===== src/rtl/axis_sink_pkg.sv =====
// Shared constants, FSM state type and keep-mask helpers for the AXI4-Stream sink monitor.
package axis_sink_pkg;

    localparam int ERR_KEEP_HOLE = 0;
    localparam int ERR_STRB      = 1;
    localparam int ERR_OVERLONG  = 2;

    // Widest keep mask supported (1024-bit TDATA).
    localparam int KEEP_MAX = 128;

    typedef enum logic {IDLE, IN_PKT} pkt_state_e;

    function automatic logic [7:0] popcount(input logic [KEEP_MAX-1:0] v);
        logic [7:0] n;
        n = '0;
        for (int i = 0; i < KEEP_MAX; i++) n = n + 8'(v[i]);
        return n;
    endfunction

    // True only for 2^k-1 with k>=1: nonzero with no set bit above a clear one.
    function automatic logic keep_contig(input logic [KEEP_MAX-1:0] v);
        return (v != '0) && ((v & (v + KEEP_MAX'(1))) == '0);
    endfunction

endpackage


===== src/rtl/axis_sink_sat_cnt.sv =====
// Saturating accumulator: adds add_val when add_en, sticks at all ones, clr has priority.
module axis_sink_sat_cnt #(
    parameter int CNT_W = 32,
    parameter int ADD_W = 1
) (
    input  logic             clk,
    input  logic             rst,
    input  logic             clr,
    input  logic             add_en,
    input  logic [ADD_W-1:0] add_val,
    output logic [CNT_W-1:0] cnt
);

    localparam int SW = ((CNT_W > ADD_W) ? CNT_W : ADD_W) + 1;

    logic [SW-1:0] sum;
    logic          sat;

    assign sum = SW'(cnt) + SW'(add_val);
    assign sat = (sum > SW'({CNT_W{1'b1}}));

    always_ff @(posedge clk) begin
        if (rst || clr)
            cnt <= '0;
        else if (add_en)
            cnt <= sat ? '1 : sum[CNT_W-1:0];
    end

endmodule


===== src/rtl/axis_sink_monitor.sv =====
// AXI4-Stream sink: accepts and discards beats, counts beats/packets/bytes, flags framing errors.
// Optional XOR checksum of kept TDATA bytes is built when AXIS_SINK_CHECKSUM_EN is defined.
module axis_sink_monitor
    import axis_sink_pkg::*;
#(
    parameter int WIDTH         = 32,
    parameter int CNT_W         = 32,
    parameter int MAX_PKT_BEATS = 4096
) (
    input  logic               aclk,
    input  logic               areset,
    input  logic               enable,
    input  logic               clear,
    input  logic [3:0]         stall_every,
    input  logic [WIDTH-1:0]   S_AXIS_TDATA,
    input  logic               S_AXIS_TVALID,
    output logic               S_AXIS_TREADY,
    input  logic               S_AXIS_TLAST,
    input  logic [WIDTH/8-1:0] S_AXIS_TKEEP,
    input  logic [WIDTH/8-1:0] S_AXIS_TSTRB,
    output logic [CNT_W-1:0]   beat_count,
    output logic [CNT_W-1:0]   pkt_count,
    output logic [CNT_W-1:0]   byte_count,
    output logic               in_packet,
    output logic [2:0]         err_sticky
`ifdef AXIS_SINK_CHECKSUM_EN
    ,
    output logic [WIDTH-1:0]   checksum
`endif
);

    localparam int KW    = WIDTH / 8;
    localparam int IDX_W = $clog2(MAX_PKT_BEATS) + 1;
    localparam logic [IDX_W-1:0] IDX_MAX = IDX_W'(MAX_PKT_BEATS);

    logic                accept;
    logic [3:0]          stall_cnt;
    logic                stall_slot;
    pkt_state_e          state, state_nxt;
    logic [IDX_W-1:0]    beat_idx, beat_idx_nxt;
    logic [2:0]          err_set;
    logic [KEEP_MAX-1:0] keep_ext;

    assign accept   = S_AXIS_TVALID && S_AXIS_TREADY;
    assign keep_ext = KEEP_MAX'(S_AXIS_TKEEP);

    // Ready never looks at TVALID; it is a pure function of enable and the stall cadence.
    assign stall_slot = enable && (stall_every != 4'd0) && (stall_cnt == stall_every);

    always_ff @(posedge aclk) begin
        if (areset) begin
            S_AXIS_TREADY <= 1'b0;
            stall_cnt     <= '0;
        end else begin
            S_AXIS_TREADY <= enable && !stall_slot;
            if (!enable || stall_slot)
                stall_cnt <= '0;
            else
                stall_cnt <= stall_cnt + 4'd1;
        end
    end

    always_ff @(posedge aclk) begin
        if (areset) begin
            state    <= IDLE;
            beat_idx <= '0;
        end else begin
            state    <= state_nxt;
            beat_idx <= beat_idx_nxt;
        end
    end

    // Index saturates at the limit so an overlong packet cannot wrap back to legal.
    always_comb begin
        state_nxt    = state;
        beat_idx_nxt = beat_idx;
        if (accept) begin
            if (S_AXIS_TLAST) begin
                state_nxt    = IDLE;
                beat_idx_nxt = '0;
            end else begin
                state_nxt = IN_PKT;
                if (beat_idx != IDX_MAX)
                    beat_idx_nxt = beat_idx + IDX_W'(1);
            end
        end
    end

    assign in_packet = (state == IN_PKT);

    always_comb begin
        err_set = '0;
        if (accept) begin
            err_set[ERR_KEEP_HOLE] = S_AXIS_TLAST ? !keep_contig(keep_ext)
                                                  : (S_AXIS_TKEEP != {KW{1'b1}});
            err_set[ERR_STRB]      = |(S_AXIS_TSTRB & ~S_AXIS_TKEEP);
            err_set[ERR_OVERLONG]  = !S_AXIS_TLAST && (beat_idx >= IDX_MAX - IDX_W'(1));
        end
    end

    always_ff @(posedge aclk) begin
        if (areset || clear)
            err_sticky <= '0;
        else
            err_sticky <= err_sticky | err_set;
    end

    axis_sink_sat_cnt #(.CNT_W(CNT_W), .ADD_W(1)) u_beat_cnt (
        .clk(aclk), .rst(areset), .clr(clear),
        .add_en(accept), .add_val(1'b1), .cnt(beat_count)
    );

    axis_sink_sat_cnt #(.CNT_W(CNT_W), .ADD_W(1)) u_pkt_cnt (
        .clk(aclk), .rst(areset), .clr(clear),
        .add_en(accept && S_AXIS_TLAST), .add_val(1'b1), .cnt(pkt_count)
    );

    axis_sink_sat_cnt #(.CNT_W(CNT_W), .ADD_W(8)) u_byte_cnt (
        .clk(aclk), .rst(areset), .clr(clear),
        .add_en(accept), .add_val(popcount(keep_ext)), .cnt(byte_count)
    );

`ifdef AXIS_SINK_CHECKSUM_EN
    logic [WIDTH-1:0] data_masked;

    always_comb begin
        data_masked = '0;
        for (int i = 0; i < KW; i++)
            data_masked[8*i +: 8] = S_AXIS_TKEEP[i] ? S_AXIS_TDATA[8*i +: 8] : 8'h00;
    end

    always_ff @(posedge aclk) begin
        if (areset || clear)
            checksum <= '0;
        else if (accept)
            checksum <= checksum ^ data_masked;
    end
`else
    logic unused_tdata;
    assign unused_tdata = ^S_AXIS_TDATA;
`endif

endmodule


===== config.mk =====
export PLATFORM = sky130hd
export DESIGN_NAME = axis_sink_monitor
export DESIGN_NICKNAME = d
export VERILOG_FILES = /design/src/rtl/axis_sink_pkg.sv /design/src/rtl/axis_sink_sat_cnt.sv /design/src/rtl/axis_sink_monitor.sv
export SDC_FILE = /design/constraint.sdc
export NUM_CORES = 1
export LEC_CHECK = 0
export CELL_PAD_IN_SITES_DETAIL_PLACEMENT = 1
export CELL_PAD_IN_SITES_GLOBAL_PLACEMENT = 1
export CORE_AREA = 3 3 156 120
export CTS_BUF_LIST = sky130_fd_sc_hd__clkbuf_8
export DETAILED_ROUTE_END_ITERATION = 10
export DIE_AREA = 0 0 159 123
export GPL_TIMING_DRIVEN = 0
export PLACE_DENSITY_LB_ADDON = 0.2
export SYNTH_ARGS = -nofsm -noshare
export SYNTH_HDL_FRONTEND = slang
export SYNTH_HIERARCHICAL = 1
export SYNTH_SLANG_ARGS = --single-unit

===== constraint.sdc =====
create_clock -name aclk -period 4.56 [get_ports aclk]
set_input_delay 0.684 -clock aclk [delete_from_list [all_inputs] [get_ports aclk]]
set_output_delay 0.684 -clock aclk [all_outputs]
set_load 0.05 [all_outputs]

==> flow_metrics.tcl <==
set metrics [dict create \
    switching_share 0.2302 \
    via_per_inst 5.718 \
    cts_buffers 17 \
    post_cts_resized 0 \
    synth_simple_gate_area_frac 0.3372 \
    yosys.area.top_type "dfxtp_1" \
    cp_max_fo 10 \
    pre_cts_ws_ps 9.125 \
    num_rows 42 \
    core_area_um2 17450 \
    grt_max_degree 17 \
    worst_hold_path.endpoint "in_packet$_SDFFE_PP0P_" \
    synth_top_family_by_area "simple AND/OR/NAND/NOR gates" \
    synth_area_leaders "dfxtp_1 35%, a31oi_1 4.2%, ha_1 4.1%" \
    grt_pass1_vias 6785 \
    hold_slack_ps 477.2 \
    timing.slew.headroom 0.4269 \
    critPathSlowestCell "clkdlybuf4s50_1" \
    fmax_mhz 240.8 \
    vias 6873 \
    ir_drop_mv 0.1401 \
    ff_latch_area_um2 2362 \
    synthAdderAreaFrac 0.04694 \
    start_util 0.3850 \
    gp_congestion 0.8495 \
    finClkSkew_ps 13.73 \
    finalCritPeriodShare 0.9108 \
    routed_wirelength_mm 22.04 \
    numPortBuffers 118 \
    power_leakage_nw 2.963 \
    max_stage_delay_ps 550 \
    grt_setup_unrepaired "no" \
    pwr-share-clk 0.485 \
    clkSlewWorstSetupHoldPaths_ps 70 \
    dieArea_um2 19560 \
    power_frac_comb 0.063 \
    hold_buffers 0 \
    timing.final.ws_setup_ps 407.0 \
    fp.dieH_um 123 \
    internal_power_mw 1.772 \
    track_usage 0.2226 \
    ys_types 66 \
    synthFlopType "dfxtp_1" \
    synthTopCellsByCount "118 x dfxtp_1, 64 x nor2_1, 55 x nor3_1" \
    r2r_setup_slack_ps 1870 \
    crit_type "primary input to flip-flop" \
    fin_tns_setup_ps 0 \
    synth_area_per_cell_um2 8.354 \
    min_path_cells 2 \
    cts-root-buf "clkbuf_8" \
    grt_pass1_wl_mm 35.47 \
    fin_crit_ps 4153 \
    num-fill-cells 2113 \
    drtPass1Iterations 5 \
    grt_overflow 0 \
    drt_iter0_drc 391 \
    top_layer_used "met4" \
    synth_edf_count 0 \
    hold_class "flip-flop to flip-flop" \
    clk_path_buf_depth 2 \
    multi_input_area_um2 4143 \
    path_cells "clkdlybuf4s50_1, inv_1, fa_1, inv_1, ha_1, ha_1, inv_1, fa_1, nand2b_1, a21oi_1, o21ai_1, buf_2, o21ai_2, nor2b_1, a311oi_1" \
    power_density_nw_per_um2 265.2 \
    hpwl_mm 16.12 \
    insertion_delay_ps 440 \
    cp.required_ps 4900 \
    cts_tree "built" \
    hold_viol 0 \
    wl_per_cell_um 18.34 \
    synthXorXnorAreaFrac 0.02608 \
    antenna_found_initial 0 \
    synth_most_common_cell "dfxtp_1" \
    drv_cap 0 \
    outcome "finished, final reports clean" \
    min_from "in_packet$_SDFFE_PP0P_" \
    synthCells 804 \
    crit_path_frequent_cell "inv_1" \
    synth.mux.area_fraction 0.003167 \
    netlist_area_um2 6716 \
    start_kind "primary input" \
    worst-path-buf-inv 5 \
    utilization 0.4976 \
    ios 151 \
    synth_compound_area_frac 0.1984 \
    wl_met3_um 921 \
    area_delta_synth_final_pct 29.25 \
    drt-met1-wl_mm 11.02 \
    synth-seq-cells 118 \
    power.switching_uw 529.9 \
    postCtsSetupRepairBufs 0 \
    r2r_start "u_byte_cnt/cnt[0]$_SDFFE_PP0P_" \
    slew_violations 0 \
    setup_viol 0 \
    worstPathArrival_ps 4500 \
    async_flop_share 0 \
    die_w_um 159 \
    reg2reg_depth 10 \
    p_seq_frac 0.452 \
    worstMarginPinSlew_ps 852.5 \
    nNetsFinal 1022 \
    drive_gt1_frac 0.09688 \
    crit_path_end_kind "flip-flop" \
    htreeDepth 4 \
    antenna_cells 0 \
    synth_top_area_share 0.3517 \
    met2_length_mm 9.865 \
    cp_top_family "adder cells" \
    yosysSeqAreaShare 0.3517 \
    cts_sinks 118 \
    yosysWarnings 6 \
    worstReg2RegEnd "u_byte_cnt/cnt[13]$_SDFFE_PP0P_" \
    post-route-drc-count 0 \
    ant_nets 0 \
]
cells by family after synthesis:
family	Yosys count
fa+ha+maj	24
simple gates	377
compound gates	203
other cells	2
flops	118
mux	2
xor+xnor	20
buf+inv	58
flip-flops by register name, indices dropped and copies added, names as in the netlist:
signal and count:
u_beat_cnt/cnt 32, u_byte_cnt/cnt 32, u_pkt_cnt/cnt 32, beat_idx 13
stall_cnt 4, err_sticky 3, S_AXIS_TREADY 1, in_packet 1
worst max-delay path by stage:
stage          cells after the start       startpoint  slack [ps]                         endpoint
3_5_place_dp                      15  S_AXIS_TKEEP[0]           9  u_byte_cnt/cnt[13]$_SDFFE_PP0P_
6_report                          15  S_AXIS_TKEEP[0]         410  u_byte_cnt/cnt[13]$_SDFFE_PP0P_
5_1_grt                           15  S_AXIS_TKEEP[0]         160  u_byte_cnt/cnt[13]$_SDFFE_PP0P_
4_1_cts                           15  S_AXIS_TKEEP[0]         440  u_byte_cnt/cnt[13]$_SDFFE_PP0P_
3_3_place_gp                      15  S_AXIS_TKEEP[0]          70  u_byte_cnt/cnt[13]$_SDFFE_PP0P_
2_1_floorplan                     14  S_AXIS_TKEEP[0]        1060  u_byte_cnt/cnt[14]$_SDFFE_PP0P_
tightest hold or removal path, stage by stage, from the launching register on:
cell and delay, ps:
dfxtp_1 330, nor2_1 50, nor2_1 60
per-stage QoR:
| step | area, um^2 | instances | total power [mW] |
|---|---|---|---|
| after global placement | 8227 | 1171 | 1.203 |
| after CTS | 8681 | 1202 | 2.336 |
| after floorplan | 6743 | 811 | 1.148 |
| after global routing | 8681 | 1202 | 2.388 |
| final | 8681 | 1202 | 2.302 |
| after detailed placement | 8227 | 1171 | 1.207 |
cells in the final DEF (no fill, tap or decap), drive strengths merged, types with 12 or more instances in the layout:
cell	netlist	final
dfxtp	118	118
nor3b	12	12
a31oi	45	45
nand3	51	51
nand4	34	34
xor2	12	12
ha	22	22
clkdlybuf4s50	0	118
a21oi	46	46
nor4	23	23
nand2	51	51
inv	31	32
and4	13	13
and3	26	26
clkbuf	17	37
nor2	66	66
nor3	60	60
o21ai	49	49
per-layer routing:
metal,GRT usage,vias up
li1,-,3340
met1,0.3125,3356
met2,0.3451,154
met3,0.04421,23
met4,0.07381,0
met5,0,-
power groups by stage:
stage / Combinational, mW / Clock (mW) / Sequential [mW]
after CTS: 0.144 / 1.15 / 1.04
after global placement: 0.139 / 0 / 1.06
after global routing: 0.158 / 1.19 / 1.04
final: 0.145 / 1.12 / 1.04
after detailed placement: 0.143 / 0 / 1.06
after floorplan: 0.0725 / 0 / 1.08
cell type report:
type                            count  area share
Timing Repair Buffer              118      0.1361
Multi-Input combinational cell    635      0.4772
Clock buffer                       20     0.03171
Tap cell                          242     0.03488
Inverter                           32     0.01384
Clock inverter                     11     0.02061
Buffer                             26     0.01355
Sequential cell                   118      0.2721
No activity file was read; power rests on OpenSTA's default activity.
